[src/rtl/instruction_fetch_pkg.sv]
// Shared fetch/decode definitions: reset vector default, canonical NOP,
// RV32 base opcodes used by decode, and the fetch-buffer entry layout.
package instruction_fetch_pkg;

  localparam int unsigned XLEN = 32;

  localparam logic [XLEN-1:0] DEFAULT_RESET_VECTOR = 32'h0000_0000;
  localparam logic [XLEN-1:0] NOP_INSTR            = 32'h0000_0013;  // addi x0, x0, 0

  // Major opcodes (instr[6:0]) shared with the decode stage
  localparam logic [6:0] OPC_LUI    = 7'b0110111;
  localparam logic [6:0] OPC_AUIPC  = 7'b0010111;
  localparam logic [6:0] OPC_JAL    = 7'b1101111;
  localparam logic [6:0] OPC_JALR   = 7'b1100111;
  localparam logic [6:0] OPC_BRANCH = 7'b1100011;
  localparam logic [6:0] OPC_LOAD   = 7'b0000011;
  localparam logic [6:0] OPC_STORE  = 7'b0100011;
  localparam logic [6:0] OPC_OP_IMM = 7'b0010011;
  localparam logic [6:0] OPC_OP     = 7'b0110011;
  localparam logic [6:0] OPC_SYSTEM = 7'b1110011;

  // One fetch-buffer entry: the word and the address it came from
  typedef struct packed {
    logic [XLEN-1:0] pc;
    logic [XLEN-1:0] instr;
  } fetch_entry_t;

  localparam int unsigned ENTRY_W = $bits(fetch_entry_t);

  // Force a byte address onto a word boundary
  function automatic logic [XLEN-1:0] word_align(input logic [XLEN-1:0] addr);
    return addr & ~XLEN'(3);
  endfunction

endpackage

[src/rtl/instruction_fetch_fifo.sv]
// fetch_fifo: synchronous FIFO holding fetched {pc, instr} entries.
// Ports:
//   clk, rst      clock, synchronous active-high reset
//   push, wdata   write request and data (ignored when full unless popping)
//   pop           read request (ignored when empty)
//   flush         empties the FIFO; a same-cycle push is discarded
//   rdata         head entry (valid when !empty)
//   full, empty   occupancy flags
//   count         number of stored entries
module fetch_fifo #(
  parameter int unsigned WIDTH = 64,
  parameter int unsigned DEPTH = 2
) (
  input  logic                       clk,
  input  logic                       rst,
  input  logic                       push,
  input  logic [WIDTH-1:0]           wdata,
  input  logic                       pop,
  input  logic                       flush,
  output logic [WIDTH-1:0]           rdata,
  output logic                       full,
  output logic                       empty,
  output logic [$clog2(DEPTH+1)-1:0] count
);

  localparam int unsigned AW = $clog2(DEPTH);
  localparam int unsigned CW = $clog2(DEPTH + 1);

  logic [WIDTH-1:0] mem [DEPTH];
  logic [AW-1:0]    wr_ptr;
  logic [AW-1:0]    rd_ptr;
  logic [CW-1:0]    cnt;
  logic             do_push;
  logic             do_pop;

  // A pop frees the slot a same-cycle push needs, so push-on-full is legal with pop
  assign do_pop  = pop && (cnt != '0);
  assign do_push = push && (!full || do_pop);

  assign full  = (cnt == CW'(DEPTH));
  assign empty = (cnt == '0);
  assign count = cnt;
  assign rdata = mem[rd_ptr];

  // Pointer and occupancy tracking
  always_ff @(posedge clk) begin
    if (rst || flush) begin
      wr_ptr <= '0;
      rd_ptr <= '0;
      cnt    <= '0;
    end else begin
      if (do_push) wr_ptr <= wr_ptr + AW'(1);
      if (do_pop)  rd_ptr <= rd_ptr + AW'(1);
      case ({do_push, do_pop})
        2'b10:   cnt <= cnt + CW'(1);
        2'b01:   cnt <= cnt - CW'(1);
        default: cnt <= cnt;
      endcase
    end
  end

  // Storage array, no reset needed: entries are only read once counted valid
  always_ff @(posedge clk) begin
    if (do_push && !flush) mem[wr_ptr] <= wdata;
  end

endmodule

[src/rtl/instruction_fetch.sv]
// instruction_fetch: front-end fetch stage. Owns the PC, issues in-order
// word reads to instruction memory under a credit scheme that guarantees a
// buffer slot for every response, buffers returned words with their PC and
// presents them to decode over valid/ready. Redirects flush the buffer and
// drop responses that were already in flight.
// Ports:
//   clk, rst                 clock, synchronous active-high reset
//   imem_req_o/addr_o        read request and word-aligned byte address
//   imem_gnt_i               memory accepts the request this cycle
//   imem_rvalid_i/rdata_i    in-order read response
//   redirect_i/redirect_pc_i taken branch/jump target from execute
//   instr_valid_o/ready_i    handshake to decode
//   instr_o, pc_o            fetched word and its address
module instruction_fetch
  import instruction_fetch_pkg::*;
#(
  parameter logic [31:0] RESET_VECTOR = DEFAULT_RESET_VECTOR,
  parameter int unsigned FIFO_DEPTH   = 2
) (
  input  logic        clk,
  input  logic        rst,
  output logic        imem_req_o,
  output logic [31:0] imem_addr_o,
  input  logic        imem_gnt_i,
  input  logic        imem_rvalid_i,
  input  logic [31:0] imem_rdata_i,
  input  logic        redirect_i,
  input  logic [31:0] redirect_pc_i,
  output logic        instr_valid_o,
  input  logic        instr_ready_i,
  output logic [31:0] instr_o,
  output logic [31:0] pc_o
);

  localparam int unsigned CW = $clog2(FIFO_DEPTH + 1);
  localparam int unsigned SW = CW + 1;

  logic [31:0]  pc;
  logic [31:0]  rsp_pc;       // address of the next non-discarded response
  logic [CW-1:0] in_flight;
  logic [CW-1:0] discard;

  logic          credit_ok;
  logic          issue;
  logic          rsp_accept;
  logic          discard_hit;
  logic          fifo_push;
  logic          fifo_pop;
  logic          fifo_full;
  logic          fifo_empty;
  logic [CW-1:0] fifo_count;
  fetch_entry_t  push_entry;
  fetch_entry_t  head_entry;

  // Credit: outstanding reads plus buffered words never exceed buffer depth
  assign credit_ok  = ((SW'(in_flight) + SW'(fifo_count)) < SW'(FIFO_DEPTH));
  assign imem_req_o = !rst && !redirect_i && credit_ok;
  assign imem_addr_o = pc;
  assign issue       = imem_req_o && imem_gnt_i;

  // Responses with nothing outstanding are a protocol error and are ignored
  assign rsp_accept  = imem_rvalid_i && (in_flight != '0);
  assign discard_hit = rsp_accept && (discard != '0);
  assign fifo_push   = rsp_accept && !redirect_i && (discard == '0);

  // A handshake in a redirect cycle is not a consumption; the flush wins
  assign fifo_pop = instr_valid_o && instr_ready_i && !redirect_i;

  assign push_entry.pc    = rsp_pc;
  assign push_entry.instr = imem_rdata_i;

  fetch_fifo #(
    .WIDTH (ENTRY_W),
    .DEPTH (FIFO_DEPTH)
  ) u_fifo (
    .clk   (clk),
    .rst   (rst),
    .push  (fifo_push),
    .wdata (push_entry),
    .pop   (fifo_pop),
    .flush (redirect_i),
    .rdata (head_entry),
    .full  (fifo_full),
    .empty (fifo_empty),
    .count (fifo_count)
  );

  // Decode sees the buffer head; idle outputs park at NOP / reset vector
  assign instr_valid_o = !fifo_empty;
  assign instr_o       = fifo_empty ? NOP_INSTR    : head_entry.instr;
  assign pc_o          = fifo_empty ? RESET_VECTOR : head_entry.pc;

  // PC, response-PC, in-flight and discard bookkeeping
  always_ff @(posedge clk) begin
    if (rst) begin
      pc        <= RESET_VECTOR;
      rsp_pc    <= RESET_VECTOR;
      in_flight <= '0;
      discard   <= '0;
    end else begin
      case ({issue, rsp_accept})
        2'b10:   in_flight <= in_flight + CW'(1);
        2'b01:   in_flight <= in_flight - CW'(1);
        default: in_flight <= in_flight;
      endcase

      if (redirect_i) begin
        // Everything still outstanding after this cycle belongs to the old path
        pc      <= word_align(redirect_pc_i);
        rsp_pc  <= word_align(redirect_pc_i);
        discard <= in_flight - (rsp_accept ? CW'(1) : CW'(0));
      end else begin
        if (issue)       pc      <= pc + 32'd4;
        if (fifo_push)   rsp_pc  <= rsp_pc + 32'd4;
        if (discard_hit) discard <= discard - CW'(1);
      end
    end
  end

  // Memory must not answer reads that were never issued
  a_rvalid_has_request : assert property (@(posedge clk) disable iff (rst)
    imem_rvalid_i |-> (in_flight != '0));

  // Credit scheme guarantees a free slot for every accepted response
  a_push_has_slot : assert property (@(posedge clk) disable iff (rst)
    fifo_push |-> (!fifo_full || fifo_pop));

endmodule

[config.mk]
export PLATFORM = sky130hd
export DESIGN_NAME = instruction_fetch
export DESIGN_NICKNAME = d
export VERILOG_FILES = /design/src/rtl/instruction_fetch_pkg.sv /design/src/rtl/instruction_fetch_fifo.sv /design/src/rtl/instruction_fetch.sv
export SDC_FILE = /design/constraint.sdc
export NUM_CORES = 1
export LEC_CHECK = 0
export CAP_MARGIN = 10
export CORE_ASPECT_RATIO = 2
export CORE_UTILIZATION = 53
export DETAILED_ROUTE_END_ITERATION = 8
export HOLD_SLACK_MARGIN = 0.15
export PLACE_DENSITY = 0.8
export SKIP_CTS_REPAIR_TIMING = 1
export SLEW_MARGIN = 20
export SYNTH_ARGS = -nofsm -noshare
export SYNTH_HDL_FRONTEND = slang
export SYNTH_HIERARCHICAL = 1
export SYNTH_SLANG_ARGS = --single-unit
[constraint.sdc]
create_clock -name clk -period 8.6 [get_ports clk]
set_input_delay 1.72 -clock clk [delete_from_list [all_inputs] [get_ports clk]]
set_output_delay 1.72 -clock clk [all_outputs]
set_load 0.02 [all_outputs]
==> out/results.ini, run 1 <==
[critical_path]
crit_slowest_cell=clkdlybuf4s50_1
crit_chain=clkdlybuf4s50_1 -> buf_4 -> or2_1 -> nor3_1 -> clkdlybuf4s50_1
worstReg2RegEnd=in_flight[1]$_SDFFE_PP0P_
crit_top_cell=clkdlybuf4s50_1
cp-start-kind=primary input
cp-endpoint=imem_req_o
reg2reg_depth=8
critical_path_class=in -> out
worstPathRequired_ns=6.88
worstReg2RegStart=u_fifo/count[0]$_SDFFE_PP0P_
r2r_slack_ns=5.46
endpoint_kind=output pin
critical_path.max_stage_delay_ns=0.56
crit_fanout=39
startpoint=rst
crit_arrival_ns=3.73

[status]
status=finished, final reports clean

[min_path]
hold_path_class=reg -> reg

[pwr]
ir_drop_mv=0.124
total_power_uw=2060
cellLeakagePower_uw=0.00375
power_density_nw_per_um2=177

[clock_network]
cts_tree=done
clk_latency_ns=0.43
cts_root_buffer=clkbuf_16
cts.path.max_buffers=2
clkSinkCount=197
clk_pin_slew_ns=0.07
htree_levels=4
numCtsBuffers=17

[floorplan]
core_um2=17300
io_pins=168
die-width_um=95.8
rows=68
start_util_pct=54.0
die_h_um=190
die-area_um2=18200

[placed_design]
place_congestion=0.941
dp_hpwl_mm=14.8
portBuffers=163

[timing]
max_freq_mhz=183
slew_violations=0
finalCriticalPeriod_ns=5.45
period_share_pct=63.4
grt_setup_unrepaired=no
skew_ns=0.0113
hold_viol=0
worst-slew-pin-transition_ns=0.869
max_slew_margin_pct=42.0
finalSetupViolCount=0
finalSetupTns_ns=0

[layout]
antennaDiodeCount=0
drive_gt1_share_pct=13.5
nFillCells=1318
area_growth_syn_to_layout_pct=25.1
fin_nets=1020

[yosys]
ys_warn_count=6
synth_area_um2=9330
synth_cells=800
avgSynthCellArea_um2=11.7

[drt]
drt_iter0_drc=335
drt_wl_total_mm=21.9
via_per_inst=6.02
wire_per_inst_um=18.8
detail_route.first_pass.iterations=6
drcViolationCount=0
num_vias=7015
ant_nets=0

[grt]
grt_overflow=0
grtUsageTotal_pct=24.4
antenna_found_initial=0
grt_pass1_wl_mm=33.7
grt_pass1_vias=6695
grt_max_degree=79

[flow_run]
drv_cap=0

placed cells by master, fill, tap and decap left out, types with 6 or more instances in the layout:
cell type          n
and2_1            12
nand3_1           27
o211ai_1           7
nor3_1            17
clkbuf_16         17
and4_1            13
xnor2_1            9
or3_1             13
conb_1             6
dfxtp_1           68
a211oi_1          14
a21oi_1            8
o31ai_1           10
buf_4              8
edfxtp_1         128
o21a_1            14
nand4_1           27
clkdlybuf4s50_1  162
and3_1            13
nor2_1            26
or4_1             13
nor4_1            16
xor2_1            10
a31oi_1           20
ha_1               6
o31a_1            14
inv_1             11
nor2b_1           64
o21ai_0           18
mux2_2            65
nand2_1           39
cell type report:
type                    count  area [um^2]  share of cell area, %
repair buffers            171         1690                   14.5
clock inverters            15          169                   1.45
well taps                 210          263                   2.25
multi-input cells         542         3850                   33.0
inverters                  14         52.6                  0.450
clock buffers              17          425                   3.65
flip-flops and latches    197         5230                   44.8
metrics by stage:
step           util, %  std cells  setup slack, ns  instance area (um^2)  hold WS (ns)
6_report          67.6       1166             3.15                 11700         0.502
5_1_grt           67.6       1166             3.07                 11700         0.534
4_1_cts           67.6       1166             3.13                 11700         0.498
3_5_place_dp      64.1       1134             3.12                 11100         0.484
3_3_place_gp      64.1       1134             3.14                 11100         0.472
2_1_floorplan        -        805            0.578                  9350         0.433
routing by layer:
metal | GRT usage, % | share of wire, % | up-vias
met3 | 3.36 | 5.2 | 66
met4 | 15.8 | 5.1 | 0
met2 | 43.6 | 54 | 255
met1 | 25.9 | 36 | 3354
met5 | 0 | 0 | -
li1 | - | - | 3340
flip-flops by register name, summed over array words and instances (netlist names), named ones only:
register       cells
in_flight          2
u_fifo/mem       128
u_fifo/wr_ptr      1
u_fifo/rd_ptr      1
u_fifo/count       2
imem_addr_o       30
discard            2
rsp_pc            30
report_power, final:
group          switching [uW]  total (uW)  internal (uW)
sequential               39.0        1080           1040
combinational             103         199           95.8
clock                     374         787            414
critical path: cells and delay by family:
family	cells	cell delay [ns]
simple gates	2	0.61
buf+inv	3	1.39
worst min path at each step:
stage                                           from                     endpoint  slack, ns  depth (start not counted)
after detailed placement     rsp_pc[30]$_SDFFE_PP0P_  u_fifo/mem[0][62]$_DFFE_PP_       0.48                          0
after global routing         rsp_pc[21]$_SDFFE_PP0P_  u_fifo/mem[1][53]$_DFFE_PP_       0.53                          0
after global placement       rsp_pc[21]$_SDFFE_PP0P_  u_fifo/mem[0][53]$_DFFE_PP_       0.47                          0
after floorplan              rsp_pc[31]$_SDFFE_PP0P_  u_fifo/mem[0][63]$_DFFE_PP_       0.43                          0
after CTS                 u_fifo/wr_ptr$_SDFFE_PP0P_   u_fifo/wr_ptr$_SDFFE_PP0P_       0.50                          2
final                     u_fifo/wr_ptr$_SDFFE_PP0P_   u_fifo/wr_ptr$_SDFFE_PP0P_       0.50                          2
No activity file was read; power rests on OpenSTA's default activity.
==> run 2: changes to the inputs <==
Clock period 8.6 ns to 5.65 ns, I/O delays scaled along.
==> run 2 against run 1 <==
  * Wire length is 1.2% higher
  * Power up 54%
  * Sequential power rose by 52%
  * Sequential share of layout area decreased by 0.16 points
  * Clock-buffer cell count is 3 higher
  * Final area rose by 0.36%
  * Flip-flop and latch count stayed put
  * Combinational power increased by 53%
  * Non-clock buffer count up 2
  * First-iteration DRC count increased by 5.4%
==> out/results.ini, run 2 (same netlist as run 1, synthesis figures left out) <==
[pwr]
ir_drop_mv=0.215
power_density_nw_per_um2=271
cellLeakagePower_uw=0.00378

[timing]
finalCriticalPeriod_ns=3.95
max_slew_margin_pct=36.4
max_freq_mhz=253
skew_ns=0.0113
slew_violations=0
period_share_pct=69.9
grt_setup_unrepaired=no
finalSetupTns_ns=0
hold_slack_ns=0.503
finalSetupViolCount=0
hold_viol=0
worst-slew-pin-transition_ns=0.952

[critical_path]
cp-start-kind=primary input
worstPathRequired_ns=4.52
crit_slowest_cell=clkdlybuf4s50_1
crit_top_cell=clkdlybuf4s50_1
crit_fanout=7
endpoint_kind=output pin
critical_path_class=in -> out
crit_arrival_ns=2.82
crit_chain=clkdlybuf4s50_1 -> or2_1 -> nor3_1 -> clkdlybuf4s50_1
critical_path.max_stage_delay_ns=0.63

[clock_network]
cts.path.max_buffers=2
numCtsBuffers=17
clk_latency_ns=0.44
cts_tree=done
cts_root_buffer=clkbuf_16
clk_pin_slew_ns=0.07
htree_levels=4
clkSinkCount=197

[status]
status=finished, final reports clean

[floorplan]
rows=68
die_h_um=190
die-width_um=95.8
die-area_um2=18200
io_pins=168
start_util_pct=54.0
core_um2=17300

[drt]
num_vias=7103
via_per_inst=6.08
drt_wl_total_mm=22.1
detail_route.first_pass.iterations=5
drt_iter0_drc=353
ant_nets=0
wire_per_inst_um=19.0
drcViolationCount=0

[grt]
antenna_found_initial=0
grt_overflow=0
grt_pass1_vias=6893
grt_max_degree=78
grt_pass1_wl_mm=34.7
grtUsageTotal_pct=25.2

[layout]
nFillCells=1320
fin_nets=1022
multiInputGateArea_um2=3860
drive_gt1_share_pct=13.6
final-seq-area_um2=5230
final_common_cell=clkdlybuf4s50_1
fin_area_um2=11700
regMostFlops=u_fifo/mem
largest_reg_flops=128
final_cell_mix=clkdlybuf4s50_1, edfxtp_1, dfxtp_1
area_growth_syn_to_layout_pct=25.6
antennaDiodeCount=0
final_util_pct=67.8
fin_cells=1168

[placed_design]
dp_hpwl_mm=15.3
portBuffers=163
place_congestion=0.919
place_area_um2=11100
placed_cells=1136

[min_path]
hold_path_class=reg -> reg

[flow_run]
drv_cap=0

-- run 2: cell count changes in the layout (fill, tap and decap cells not counted), sizes merged --
| cell | change |
|---|---|
| buf | +2 |
| clkinv | +1 |
| bufinv | +1 |
| clkbuf | +3 |
| inv | -2 |
| clkinvlp | -3 |
-- run 2: area by class of cell --
cell class                      instances  area share [%]
Timing Repair Buffer                  173            14.5
Clock inverter                         12            1.22
Inverter                               14           0.449
Clock buffer                           20            3.99
Tap cell                              210            2.24
Sequential cell                       197            44.6
Multi-Input combinational cell        542            32.9
-- run 2: per-stage QoR --
step	setup slack, ns	power, uW
2_1_floorplan	0.487	1830
3_3_place_gp	1.70	1960
3_5_place_dp	1.68	1970
4_1_cts	1.67	3190
5_1_grt	1.61	3280
6_report	1.70	3180
-- run 2: worst max-delay path: cells and delay by family --
family	cells	cell delay (ns)
and+or+nand+nor	2	0.64
buffers and inverters	2	1.05
-- run 2: final timing paths --
kind              slack, ns                          from  cells after the start                           to
setup / recovery       1.70                           rst                      4                   imem_req_o
setup reg to reg       2.51  u_fifo/count[0]$_SDFFE_PP0P_                      8    in_flight[1]$_SDFFE_PP0P_
hold reg to reg        0.50       rsp_pc[26]$_SDFFE_PP0P_                      0  u_fifo/mem[0][58]$_DFFE_PP_
hold / removal         0.50       rsp_pc[26]$_SDFFE_PP0P_                      0  u_fifo/mem[0][58]$_DFFE_PP_
-- run 2: layer usage --
metal	vias to the layer above	share of wire [%]	track usage [%]
li1	3351	-	-
met2	278	54	45.1
met3	59	5.4	4.16
met1	3415	36	27.2
met5	-	0	0
met4	0	4.3	14.1
-- run 2: power by group --
group          switching (uW)  internal [uW]
Clock                     537            696
Sequential               59.6           1580
Combinational             159            146
Total                     755           2420
==> run 3: changes to the inputs <==
Clock period 5.65 ns to 4.09 ns, I/O delays scaled along.
==> run 3 against run 2 <==
  * Power increased by 36%
  * Largest cell class unchanged
  * Final area increased by 0.25%
  * Critical path depth unchanged
  * Non-clock buffer count increased by 3
  * Sequential share of layout area decreased by 0.11 points
  * Via count decreased by 0.45%
  * Flip-flop and latch count unchanged
  * Worst hold slack improved by 0.0035 ns
  * Die area unchanged
==> out/results.ini, run 3 (same netlist as run 1, synthesis figures left out) <==
[layout]
fin_nets=1025
regMostFlops=u_fifo/mem
antennaDiodeCount=0
final_cell_mix=clkdlybuf4s50_1, edfxtp_1, dfxtp_1
largest_reg_flops=128
nFillCells=1329
final_common_cell=clkdlybuf4s50_1
final-seq-area_um2=5230
area_growth_syn_to_layout_pct=25.9
fin_cells=1171
multiInputGateArea_um2=3860
drive_gt1_share_pct=13.6

[clock_network]
clk_pin_slew_ns=0.06
htree_levels=4
cts_tree=done
clkSinkCount=197
cts_root_buffer=clkbuf_16
numCtsBuffers=17
cts.path.max_buffers=2
clk_latency_ns=0.43

[critical_path]
crit_slowest_cell=dfxtp_2
crit_arrival_ns=2.65
endpoint_kind=output pin
reg2reg_depth=8
worstReg2RegStart=u_fifo/count[0]$_SDFFE_PP0P_
worstReg2RegEnd=in_flight[1]$_SDFFE_PP0P_
crit_fanout=29
cp-start-kind=register
worstPathRequired_ns=3.27
critical_path_class=reg -> out
critical_path.max_stage_delay_ns=0.79
r2r_slack_ns=0.93
crit_chain=buf_4 -> mux2_2 -> nor2b_1 -> clkdlybuf4s50_1

[drt]
wire_per_inst_um=18.9
detail_route.first_pass.iterations=4
drt_wl_total_mm=22.1
ant_nets=0
num_vias=7071
drt_iter0_drc=302
drcViolationCount=0
via_per_inst=6.04

[grt]
antenna_found_initial=0
grt_overflow=0
grt_pass1_vias=6974
grt_pass1_wl_mm=34.4
grt_max_degree=78
grtUsageTotal_pct=24.8

[timing]
skew_ns=0.0101
finalCriticalPeriod_ns=3.47
hold_viol=0
grt_setup_unrepaired=no
worst-slew-pin-transition_ns=0.783
max_freq_mhz=288
hold_slack_ns=0.507
finalSetupTns_ns=0
max_slew_margin_pct=47.8
slew_violations=0
finalSetupViolCount=0
period_share_pct=84.8

[placed_design]
placed_cells=1139
place_congestion=0.930
portBuffers=163
dp_hpwl_mm=15.4

[floorplan]
die_h_um=190
core_um2=17300
die-area_um2=18200
rows=68
die-width_um=95.8
io_pins=168
start_util_pct=54.0

[min_path]
whs_path_depth=0
worstHoldEndpoint=u_fifo/mem[0][62]$_DFFE_PP_
hold_path_class=reg -> reg
hp-start=rsp_pc[30]$_SDFFE_PP0P_

[pwr]
cellLeakagePower_uw=0.00381
power_density_nw_per_um2=367
ir_drop_mv=0.294

[flow_run]
drv_cap=0

[status]
status=finished, final reports clean

-- run 3: layer usage --
layer	track usage [%]	share of wire [%]	routed length, um
met2	44.4	53	11700
met4	15.2	5.1	1130
met5	0	0	0
met3	4.20	5.1	1130
met1	26.4	37	8110
-- run 3: cell type report --
class                           instances  share of cell area, %
Multi-Input combinational cell        542                   32.9
Tap cell                              210                   2.24
Inverter                               14                  0.448
Timing Repair Buffer                  176                   15.0
Clock buffer                           21                   3.93
Clock inverter                         11                  0.991
Sequential cell                       197                   44.5
-- run 3: worst max-delay path by stage --
stage                     from                    endpoint  cells past startpoint
floorplan           redirect_i  u_fifo/mem[1][0]$_DFFE_PP_                      7
global route          register                    pc_o[11]                      4
global placement           rst                  imem_req_o                      4
CTS                   register                    pc_o[13]                      4
detailed placement         rst                  imem_req_o                      4
finish                register                    pc_o[13]                      4
-- run 3: worst max-delay path: cells and delay by family (launching register included) --
kind          cells  cell delay (ns)
flops             1             0.79
simple gates      1             0.13
buf+inv           2             0.93
mux               1             0.35
-- run 3: per-stage QoR --
stage	power, uW	util [%]	setup slack, ns	cell area, um^2
3_5_place_dp	2720	64.6	0.763	11200
4_1_cts	4340	68.0	0.570	11700
3_3_place_gp	2710	64.6	0.764	11200
6_report	4310	68.0	0.621	11700
2_1_floorplan	2520	-	0.106	9370
5_1_grt	4460	68.0	0.472	11700
-- run 3: power by group --
group / internal, uW / switching [uW]
Combinational: 203 / 218
Sequential: 2180 / 82.9
Clock: 913 / 713
Total: 3300 / 1010
